## src/rtl/vend_pkg.sv

```systemverilog
// Shared types and constants for the vending transaction engine.
package vend_pkg;

  typedef enum logic [1:0] {
    ST_IDLE   = 2'd0,
    ST_CREDIT = 2'd1,
    ST_VEND   = 2'd2,
    ST_CHANGE = 2'd3
  } state_e;

  typedef enum logic [1:0] {
    ERR_NONE         = 2'd0,
    ERR_SOLD_OUT     = 2'd1,
    ERR_INSUFFICIENT = 2'd2,
    ERR_BUSY         = 2'd3
  } err_e;

  localparam logic [7:0] COIN_1 = 8'd1;
  localparam logic [7:0] COIN_2 = 8'd2;
  localparam logic [7:0] COIN_5 = 8'd5;

  localparam int unsigned MAX_ITEMS = 16;

  // Price tables are zero-extended to MAX_ITEMS entries so one helper serves any N_ITEMS.
  function automatic logic [7:0] price_at(input logic [MAX_ITEMS*8-1:0] tbl,
                                          input logic [3:0]             idx);
    return tbl[idx*8 +: 8];
  endfunction

endpackage

```

## src/rtl/change_dispenser.sv

```systemverilog
// Greedy 5/2/1 change dispenser with fixed inter-coin pacing.
module change_dispenser
  import vend_pkg::*;
#(
  parameter int unsigned DISP_GAP = 1000
) (
  input  logic       clk_i,
  input  logic       rst_ni,
  input  logic       start_i,
  input  logic [7:0] amt_i,
  output logic [7:0] dec_o,
  output logic       done_o,
  output logic       chg_valid_o,
  output logic [7:0] chg_value_o
);

  localparam int unsigned    GAP_W    = $clog2(DISP_GAP);
  localparam logic [GAP_W-1:0] GAP_LAST = GAP_W'(DISP_GAP - 1);

  logic             active_q, active_d;
  logic [GAP_W-1:0] gap_q, gap_d;
  logic             chg_valid_q, chg_valid_d;
  logic [7:0]       chg_value_q, chg_value_d;
  logic [7:0]       coin;
  logic             fire;

  assign coin = (amt_i >= COIN_5) ? COIN_5 :
                (amt_i >= COIN_2) ? COIN_2 : COIN_1;

  // The first coin leaves on the start edge; later ones every DISP_GAP edges.
  assign fire = start_i || (active_q && (gap_q == GAP_LAST) && (amt_i != '0));

  always_comb begin
    active_d    = active_q;
    gap_d       = gap_q;
    chg_valid_d = fire;
    chg_value_d = chg_value_q;
    if (start_i) begin
      active_d = 1'b1;
    end else if (active_q && (amt_i == '0)) begin
      active_d = 1'b0;
    end
    if (fire) begin
      gap_d       = '0;
      chg_value_d = coin;
    end else if (active_q) begin
      gap_d = gap_q + 1'b1;
    end
  end

  always_ff @(posedge clk_i) begin
    if (!rst_ni) begin
      active_q    <= 1'b0;
      gap_q       <= '0;
      chg_valid_q <= 1'b0;
      chg_value_q <= '0;
    end else begin
      active_q    <= active_d;
      gap_q       <= gap_d;
      chg_valid_q <= chg_valid_d;
      chg_value_q <= chg_value_d;
    end
  end

  assign dec_o       = fire ? coin : '0;
  assign done_o      = active_q && (amt_i == '0);
  assign chg_valid_o = chg_valid_q;
  assign chg_value_o = chg_value_q;

endmodule

```

## src/rtl/vend_engine.sv

```systemverilog
// Vending transaction engine: credit, stock, purchase FSM, refunds and paced change.
module vend_engine
  import vend_pkg::*;
#(
  parameter int unsigned               N_ITEMS     = 4,
  parameter logic [N_ITEMS*8-1:0]      PRICES      = {8'd7, 8'd5, 8'd3, 8'd2},
  parameter int unsigned               STOCK_MAX   = 9,
  parameter int unsigned               CREDIT_MAX  = 99,
  parameter int unsigned               TIMEOUT_CYC = 100_000_000,
  parameter int unsigned               DISP_GAP    = 1000,
  localparam int unsigned              SEL_W       = $clog2(N_ITEMS),
  localparam int unsigned              STK_W       = $clog2(STOCK_MAX + 1)
) (
  input  logic             clk,
  input  logic             rst_n,
  input  logic             coin_valid,
  input  logic [7:0]       coin_value,
  input  logic             purchase,
  input  logic             cancel,
  input  logic             restock,
  input  logic [SEL_W-1:0] item_sel,
  output logic [7:0]       credit,
  output logic [STK_W-1:0] stock_sel,
  output logic             vend_valid,
  output logic [SEL_W-1:0] vend_item,
  output logic             chg_valid,
  output logic [7:0]       chg_value,
  output logic             coin_reject,
  output logic             err_valid,
  output logic [1:0]       err_code,
  output logic [1:0]       state
);

  localparam int unsigned            TMO_W     = $clog2(TIMEOUT_CYC + 1);
  localparam logic [TMO_W-1:0]       TMO_LAST  = TMO_W'(TIMEOUT_CYC - 1);
  localparam logic [MAX_ITEMS*8-1:0] PRICE_TBL = (MAX_ITEMS*8)'(PRICES);
  localparam logic [STK_W-1:0]       STK_FULL  = STK_W'(STOCK_MAX);

  state_e           state_q, state_d;
  logic [7:0]       credit_q, credit_d;
  logic [TMO_W-1:0] tmo_q, tmo_d;
  logic [STK_W-1:0] stock_q [N_ITEMS];
  logic [STK_W-1:0] stock_d [N_ITEMS];
  logic             vend_valid_q, vend_valid_d;
  logic [SEL_W-1:0] vend_item_q, vend_item_d;
  logic             coin_reject_q, coin_reject_d;
  logic             err_valid_q, err_valid_d;
  err_e             err_code_q, err_code_d;

  logic             disp_start, disp_done;
  logic [7:0]       disp_dec;
  logic             sel_ok, coin_legal, coin_fits, coin_take, stock_dec;
  logic [STK_W-1:0] stk_cur;
  logic [7:0]       price_cur;
  logic [8:0]       credit_sum;

  assign sel_ok     = (32'(item_sel) < N_ITEMS);
  assign stk_cur    = sel_ok ? stock_q[item_sel] : '0;
  assign price_cur  = price_at(PRICE_TBL, 4'(item_sel));
  assign coin_legal = (coin_value == COIN_1) || (coin_value == COIN_2) || (coin_value == COIN_5);
  assign credit_sum = {1'b0, credit_q} + {1'b0, coin_value};
  assign coin_fits  = coin_legal && (credit_sum <= 9'(CREDIT_MAX));

  change_dispenser #(
    .DISP_GAP(DISP_GAP)
  ) u_disp (
    .clk_i      (clk),
    .rst_ni     (rst_n),
    .start_i    (disp_start),
    .amt_i      (credit_q),
    .dec_o      (disp_dec),
    .done_o     (disp_done),
    .chg_valid_o(chg_valid),
    .chg_value_o(chg_value)
  );

  // Purchase effects (credit, stock, vend pulse) register on the accepting edge so
  // they are visible during the single VEND cycle.
  always_comb begin
    state_d       = state_q;
    credit_d      = credit_q;
    tmo_d         = tmo_q;
    vend_valid_d  = 1'b0;
    vend_item_d   = vend_item_q;
    coin_reject_d = 1'b0;
    err_valid_d   = 1'b0;
    err_code_d    = err_code_q;
    disp_start    = 1'b0;
    stock_dec     = 1'b0;
    coin_take     = 1'b0;
    case (state_q)
      ST_IDLE: begin
        if (purchase) begin
          err_valid_d = 1'b1;
          err_code_d  = ERR_INSUFFICIENT;
        end else if (coin_valid && coin_fits) begin
          coin_take = 1'b1;
          credit_d  = credit_sum[7:0];
          tmo_d     = '0;
          state_d   = ST_CREDIT;
        end
      end
      ST_CREDIT: begin
        if (cancel) begin
          disp_start = 1'b1;
          state_d    = ST_CHANGE;
        end else if (purchase) begin
          tmo_d = '0;
          if (stk_cur == '0) begin
            err_valid_d = 1'b1;
            err_code_d  = ERR_SOLD_OUT;
          end else if (credit_q < price_cur) begin
            err_valid_d = 1'b1;
            err_code_d  = ERR_INSUFFICIENT;
          end else begin
            credit_d     = credit_q - price_cur;
            stock_dec    = 1'b1;
            vend_valid_d = 1'b1;
            vend_item_d  = item_sel;
            state_d      = ST_VEND;
          end
        end else if (coin_valid && coin_fits) begin
          coin_take = 1'b1;
          credit_d  = credit_sum[7:0];
          tmo_d     = '0;
        end else if (tmo_q == TMO_LAST) begin
          disp_start = 1'b1;
          state_d    = ST_CHANGE;
        end else begin
          tmo_d = tmo_q + 1'b1;
        end
      end
      ST_VEND: begin
        if (purchase) begin
          err_valid_d = 1'b1;
          err_code_d  = ERR_BUSY;
        end
        if (credit_q != '0) begin
          disp_start = 1'b1;
          state_d    = ST_CHANGE;
        end else begin
          state_d = ST_IDLE;
        end
      end
      ST_CHANGE: begin
        if (purchase) begin
          err_valid_d = 1'b1;
          err_code_d  = ERR_BUSY;
        end
        if (disp_done) state_d = ST_IDLE;
      end
      default: state_d = ST_IDLE;
    endcase
    if (coin_valid && !coin_take) coin_reject_d = 1'b1;
    if (disp_dec != '0) credit_d = credit_q - disp_dec;
  end

  always_comb begin
    for (int unsigned i = 0; i < N_ITEMS; i++) stock_d[i] = stock_q[i];
    if (restock) begin
      for (int unsigned i = 0; i < N_ITEMS; i++) stock_d[i] = STK_FULL;
    end else if (stock_dec) begin
      stock_d[item_sel] = stock_q[item_sel] - 1'b1;
    end
  end

  always_ff @(posedge clk) begin
    if (!rst_n) begin
      state_q       <= ST_IDLE;
      credit_q      <= '0;
      tmo_q         <= '0;
      vend_valid_q  <= 1'b0;
      vend_item_q   <= '0;
      coin_reject_q <= 1'b0;
      err_valid_q   <= 1'b0;
      err_code_q    <= ERR_NONE;
      for (int unsigned i = 0; i < N_ITEMS; i++) stock_q[i] <= STK_FULL;
    end else begin
      state_q       <= state_d;
      credit_q      <= credit_d;
      tmo_q         <= tmo_d;
      vend_valid_q  <= vend_valid_d;
      vend_item_q   <= vend_item_d;
      coin_reject_q <= coin_reject_d;
      err_valid_q   <= err_valid_d;
      err_code_q    <= err_code_d;
      for (int unsigned i = 0; i < N_ITEMS; i++) stock_q[i] <= stock_d[i];
    end
  end

  assign credit      = credit_q;
  assign stock_sel   = stk_cur;
  assign vend_valid  = vend_valid_q;
  assign vend_item   = vend_item_q;
  assign coin_reject = coin_reject_q;
  assign err_valid   = err_valid_q;
  assign err_code    = err_code_q;
  assign state       = state_q;

endmodule

```

## config.mk

```make
export PLATFORM = sky130hd
export DESIGN_NAME = vend_engine
export DESIGN_NICKNAME = d
export VERILOG_FILES = /design/src/rtl/vend_pkg.sv /design/src/rtl/change_dispenser.sv /design/src/rtl/vend_engine.sv
export SDC_FILE = /design/constraint.sdc
export NUM_CORES = 1
export LEC_CHECK = 0
export BUFFER_PORTS_ARGS = -buffer_cell sky130_fd_sc_hd__buf_4
export CAP_MARGIN = 20
export CORE_UTILIZATION = 45
export CTS_CLUSTER_SIZE = 28
export DETAILED_ROUTE_END_ITERATION = 10
export GPL_ROUTABILITY_DRIVEN = 1
export PLACE_DENSITY = 0.69
export SETUP_SLACK_MARGIN = 0.02
export SLEW_MARGIN = 20
export SYNTH_ARGS = -nofsm -noshare
export SYNTH_HDL_FRONTEND = slang
export SYNTH_SLANG_ARGS = --single-unit
```

## constraint.sdc

```tcl
create_clock -name clk -period 13.4 [get_ports clk]
set_clock_uncertainty 0.2 [all_clocks]
set_input_delay 2.68 -clock clk [delete_from_list [all_inputs] [get_ports clk]]
set_output_delay 2.68 -clock clk [all_outputs]
set_load 0.05 [all_outputs]
```

# Yosys cells after proc, flatten, opt, wreduce, memory -nomap -nowiden

Memory sizes are Yosys's and may differ from the RTL's.
Cells that the tools add are included.

$add $sub $neg: 6
$mul: 0
Divide/modulo/power cells: 0
Order comparisons: 6
Eq/ne operators: 25
Shifts and indexed selects: 1
Multiplexer cells: 71
Bitwise gates (word level): 9
Reductions and logical operators: 27

Operator list:

| kind                                                       | number |
|---|---|
| two-way mux 27 bit                                         | 6 |
| indexed part select 128 x 6 -> 8 bit, first input constant | 1 |
| two-way mux 8 bit                                          | 9 |
| case mux 27 bit (2 select lines)                           | 1 |
| two-way mux 2 bit                                          | 17 |
| two-way mux 16 bit                                         | 2 |
| inequality test 4 bit, second input constant               | 7 |
| adder 27 x 1 -> 27 bit, second input constant              | 1 |
| == test 27 bit, second input constant                      | 1 |
| two-way mux 1 bit                                          | 23 |
| two-way mux 4 bit                                          | 5 |
| AND reduction 5 bit                                        | 4 |
| bitwise mux 16 bit                                         | 1 |
| case mux 8 bit (2 select lines)                            | 1 |
| nonzero test 8 bit                                         | 2 |
| subtractor 8 bit                                           | 2 |
| inequality test 2 bit, second input constant               | 6 |
| adder 10 x 1 -> 10 bit, second input constant              | 1 |
| == test 10 bit, second input constant                      | 1 |
| adder 8 x 8 -> 9 bit                                       | 1 |
| <= comparator 9 x 7 -> 1 bit, second input constant        | 1 |
| inequality test 3 bit, second input constant               | 3 |
| demux 4 bit (select 2 bit)                                 | 1 |
| == test 8 x 1 -> 1 bit, second input constant              | 1 |
| other kinds (28)                                           | 47 |

Bits in registers: 64
Bits in latches: 0
Bits in writable memories: 16
Bits in read-only memories: 0
Memories: 1

Memory list:

| memory  | words | width | rd ports | clocked after memory_dff | wr ports | line              | source |
|---|---|---|---|---|---|---|---|
| stock_q | 4     | 4     | 5        | 0                        | 4        | vend_engine.sv:42 | `logic [STK_W-1:0] stock_q [N_ITEMS];` |

# Longest topological paths before layout

Depth in word-level cells: 14
Mapped depth: 20
Mapped depth without buffers: 17

# Hierarchy

Synthesis repeated with hierarchy kept, for this count alone.

Cells, all modules: 629
Area, all modules: 5027.3 um^2

By module, submodules not included:

| module           | times used | cells each | area an instance (um^2) | sequential area each (um^2) |
|---|---|---|---|---|
| vend_engine      | 1          | 534        | 4210.3                  | 1201.2 |
| change_dispenser | 1          | 95         | 817.0                   | 300.3 |

# Worst setup path after synthesis

Ideal clock, no wire load.

Path kind: in2reg
Start: input port coin_value[0]
End: register credit_q[5], in the netlist credit[5]
Library setup time: 125 ps
Arrival time: 6462 ps
Required time: 13075 ps
Path slack: 6613 ps
Stages: 18
Cell sequence: ha_1 -> inv_1 -> fa_1 -> nand2b_1 -> a21o_1 -> a21oi_1 -> xnor2_1 -> o21a_1 -> buf_2 -> o31ai_1 -> buf_2 -> nand2_1 -> ha_1 -> a21o_1 -> a21o_1 -> or3_1 -> and3_1 -> o41a_1

Longest elaborated chain between the ends: 14
Elaborated cells between the ends (all ways): 29
Classes of those cells: 2 x add/sub; 1 x order compare; 7 x eq/ne; 11 x mux; 8 x reduce/logical

Ends and longest elaborated chain:

| item                                                          | line               | source |
|---|---|---|
| start: declaration                                            | vend_engine.sv:17  | `input logic [7:0] coin_value,` |
| branches (longest 14 deep; another with adder 8 x 8 -> 9 bit) | -                  |  |
| end signal: assignment                                        | vend_engine.sv:180 | `credit_q <= credit_d;` |
| end: declaration                                              | vend_engine.sv:40  | `logic [7:0] credit_q, credit_d;` |

Parallel ways; which one is timed is not known. The select of a mux whose other input is x is not followed.
A chain may end at the register's enable or synchronous reset.

# Worst setup path in the final report

Ends and elaborated chain as after synthesis.

==> summary.txt <==
STA
  • Post-route clock period utilization: 49.9%
  • Total count of max-transition violations in the final report: 0
  • Setup Total Neg Slack: 0 ps
  • Worst-Margin Slew: 934 ps
  • Highest achievable clock rate: 150 MHz
  • Total of endpoints with negative setup slack in the final report: 0
  • RSZ-0062 raised after global routing: false
  • Clock period minus final worst setup slack: 6690 ps
  • Final Hold Violating Endpoints: 0
  • Headroom to the max-slew limit: 37.7%

Global route
  • Wire length of the first global-routing pass: 18,700 µm
  • Maximum number of pins on one net before global-route repair: 27
  • Overall routing resource usage: 22.6%
  • Remaining global-route overflow: 0
  • Number of global-route vias before repair: 3,916
  • Antenna violations before repair: 0

Critical path
  • Type of element launching the critical path: input pin
  • CP Max Fanout: 19
  • Worst endpoint required time: 13,460 ps
  • Worst Path Class, Setup: input pin to flip-flop
  • Data arrival time at the worst-slack endpoint: 6750 ps
  • CP Capture Type: flip-flop

CTS
  • Hold buffer count at CTS: 0
  • Number of buffers inserted by post-CTS setup repair: 0
  • TritonCTS clock tree: done
  • CTS clock-pin slew for the worst setup and hold paths: 90 ps
  • Number of clock buffers inserted by TritonCTS: 9
  • Number of resized instances in the post-cts repair step: 0
  • Max H-tree Level: 3
  • Buffers from clock root to sink, at most: 2
  • Clock latency of the later-clocked register in the worst-skew pair: 370 ps
  • Clk sinks: 75
  • Cell chosen for the clock root: sky130_fd_sc_hd__clkbuf_8

Floorplanning
  • Die boundary width: 103 µm
  • Overall die area: 10,600 µm²
  • Core outline area: 9820 µm²
  • Top-level port count: 46
  • Die Height: 103 µm
  • Number of placement rows: 36
  • Initial core utilization: 46.8%

Routing
  • DRC violation count after routing: 0
  • Antenna viol nets, final: 0
  • DR vias/cell: 5.76
  • DRC marker count from the first detailed-route iteration: 166
  • Detailed Routing Iterations Pass 1: 4
  • Wirelength per Cell: 15.8 µm
  • Final wirelength: 11,300 µm
  • Vias after detailed routing: 4,133

Logic synthesis
  • Count of mapped cells out of synthesis: 555
  • Avg Cell Area, Syn: 8.28 µm²
  • Leading register cell type out of synthesis: sky130_fd_sc_hd__dfxtp_1
  • Sequential-to-total area share from yosys stat: 32.7%
  • Summed instance area of the synthesized netlist: 4590 µm²
  • Count of distinct cell types in the synthesized netlist: 71
  • Share of flip-flops with an asynchronous set or reset: 0%
  • Number of flip-flops and latches in the synthesized netlist: 75
  • Number of enable-type register cells in the synthesized netlist: 0
  • Syn. warnings: 0

Pwr
  • Total net switching power: 0.000237 W
  • Power Internal: 0.000415 W
  • Total Power Consumption: 0.000652 W
  • Switching Share: 36.4%
  • Combinational power share: 31.2%
  • Power share of the sequential group: 37.5%
  • Static Leak: 1.90 nW
  • Power share of the clock group: 31.3%
  • Power Dens Cells: 126 nW/µm²
  • Peak supply drop: 0.0532 mV

Finish
  • Ratio of cells with drive above 1 in the final layout: 12.7%
  • Area added between synthesis and finish: 12.4%
  • Final-stage net count: 620
  • Total inserted antenna cells: 0
  • Most frequent standard cell in the layout excluding fill and tap cells: sky130_fd_sc_hd__dfxtp_1
  • Leading cell types in the layout, fill and taps excluded: sky130_fd_sc_hd__dfxtp_1 (75), sky130_fd_sc_hd__nor2_1 (65), sky130_fd_sc_hd__nand2_1 (42), sky130_fd_sc_hd__buf_4 (42), sky130_fd_sc_hd__a21oi_1 (35)

Job
  • Count of max-cap constraint violations: 0

Run status
  • Status: completed

Place
  • HPWL after detailed placement: 8150 µm
  • GP Congestion: 0.937
  • # port buffers: 40

Hold path
  • Type of the worst min-delay path: flip-flop to flip-flop
==> routing by layer <==
layer	global-route usage [%]	routed length, µm
met4	9.21	178
met2	38.4	5520
met1	28.2	5130
met3	4.34	510
met5	0	0
==> critical path, cell delays in order <==
cell and delay (ps):
sky130_fd_sc_hd__buf_4 90, sky130_fd_sc_hd__ha_1 160, sky130_fd_sc_hd__inv_1 60, sky130_fd_sc_hd__fa_1 370, sky130_fd_sc_hd__nand2b_1 200, sky130_fd_sc_hd__a21o_1 200, sky130_fd_sc_hd__a21oi_1 180, sky130_fd_sc_hd__xnor2_1 180
sky130_fd_sc_hd__o21a_1 360, sky130_fd_sc_hd__o31a_1 550, sky130_fd_sc_hd__nor2_1 180, sky130_fd_sc_hd__ha_1 160, sky130_fd_sc_hd__inv_1 60, sky130_fd_sc_hd__a21o_1 180, sky130_fd_sc_hd__a21o_1 210, sky130_fd_sc_hd__or3_1 350
sky130_fd_sc_hd__and3_1 200, sky130_fd_sc_hd__o41a_1 350
==> cell type report <==
class | count | area [µm²]
fillers | 972 | 4660
multi-input cells | 431 | 2870
flip-flops and latches | 75 | 1500
repair buffers | 42 | 315
well taps | 133 | 166
clock buffers | 11 | 151
clock inverters | 5 | 83.8
inverters | 20 | 75.1
==> kinds of logic after synthesis <==
| family | count (synthesis) | synth area share [%] |
|---|---|---|
| xor gates and xnor gates | 30 | 5.72 |
| adders and majority gates | 25 | 7.30 |
| and+or+nand+nor | 220 | 24.2 |
| other | 1 | 0.0816 |
| AOI/OAI and AO/OA | 138 | 20.8 |
| buffers and inverters | 53 | 5.31 |
| DFF | 75 | 32.7 |
| muxes | 13 | 3.95 |
==> metrics by stage <==
stage | hold slack (ps) | area [µm²] | worst slack (ps) | instances | utilization [%]
2_1_floorplan | 236 | 4610 | 6610 | 559 | -
3_3_place_gp | 251 | 4920 | 6530 | 701 | 50.1
3_5_place_dp | 260 | 4920 | 6370 | 701 | 50.1
4_1_cts | 275 | 5160 | 6770 | 717 | 52.5
5_1_grt | 300 | 5160 | 6520 | 717 | 52.6
6_report | 273 | 5160 | 6710 | 717 | 52.6
==> power groups by stage <==
stage / sequential (W) / combinational (W) / clock, W
finish: 0.000245 / 0.000203 / 0.000204
global route: 0.000246 / 0.000223 / 0.000219
CTS: 0.000244 / 0.000200 / 0.000208
detailed placement: 0.000250 / 0.000199 / 0
global placement: 0.000249 / 0.000196 / 0
floorplan: 0.000268 / 0.000131 / 0
==> worst paths after layout <==
check	startpoint	slack, ps	depth (start not counted)	endpoint
max reg2reg	credit[1]	8480	16	credit[5]
max	coin_value[0]	6710	18	credit[5]
min reg2reg	u_disp.chg_value_o[1]	270	2	u_disp.chg_value_o[1]
min	u_disp.chg_value_o[1]	270	2	u_disp.chg_value_o[1]
==> synth_stat cells, types with 7 or more instances <==
| cell | instances | area, µm² |
|---|---|---|
| sky130_fd_sc_hd__a211oi_1 | 11 | 82.6 |
| sky130_fd_sc_hd__o2111ai_1 | 12 | 105 |
| sky130_fd_sc_hd__xnor2_1 | 11 | 96.3 |
| sky130_fd_sc_hd__buf_2 | 9 | 45.0 |
| sky130_fd_sc_hd__nand2b_1 | 11 | 68.8 |
| sky130_fd_sc_hd__clkbuf_1 | 16 | 60.1 |
| sky130_fd_sc_hd__and3_1 | 13 | 81.3 |
| sky130_fd_sc_hd__nor2_1 | 65 | 244 |
| sky130_fd_sc_hd__a21oi_1 | 35 | 175 |
| sky130_fd_sc_hd__nand3_1 | 19 | 95.1 |
| sky130_fd_sc_hd__dfxtp_1 | 75 | 1500 |
| sky130_fd_sc_hd__o31ai_1 | 7 | 52.6 |
| sky130_fd_sc_hd__mux2i_1 | 8 | 80.1 |
| sky130_fd_sc_hd__inv_1 | 19 | 71.3 |
| sky130_fd_sc_hd__ha_1 | 22 | 275 |
| sky130_fd_sc_hd__nor4_1 | 7 | 43.8 |
| sky130_fd_sc_hd__nor3_1 | 19 | 95.1 |
| sky130_fd_sc_hd__nand2_1 | 42 | 158 |
| sky130_fd_sc_hd__o21ai_0 | 30 | 150 |
| sky130_fd_sc_hd__xor2_1 | 19 | 166 |
| sky130_fd_sc_hd__or3_1 | 10 | 62.6 |
==> sequential cells by signal, summed over array words and instances, names as in the netlist <==
name	count
coin_reject	1
credit	8
err_code	2
err_valid	1
state	2
stock_q	16
tmo_q	27
u_disp.active_q	1
u_disp.chg_valid_o	1
u_disp.chg_value_o	3
u_disp.gap_q	10
vend_item	2
vend_valid	1
Power figures use the tool's default switching activity.
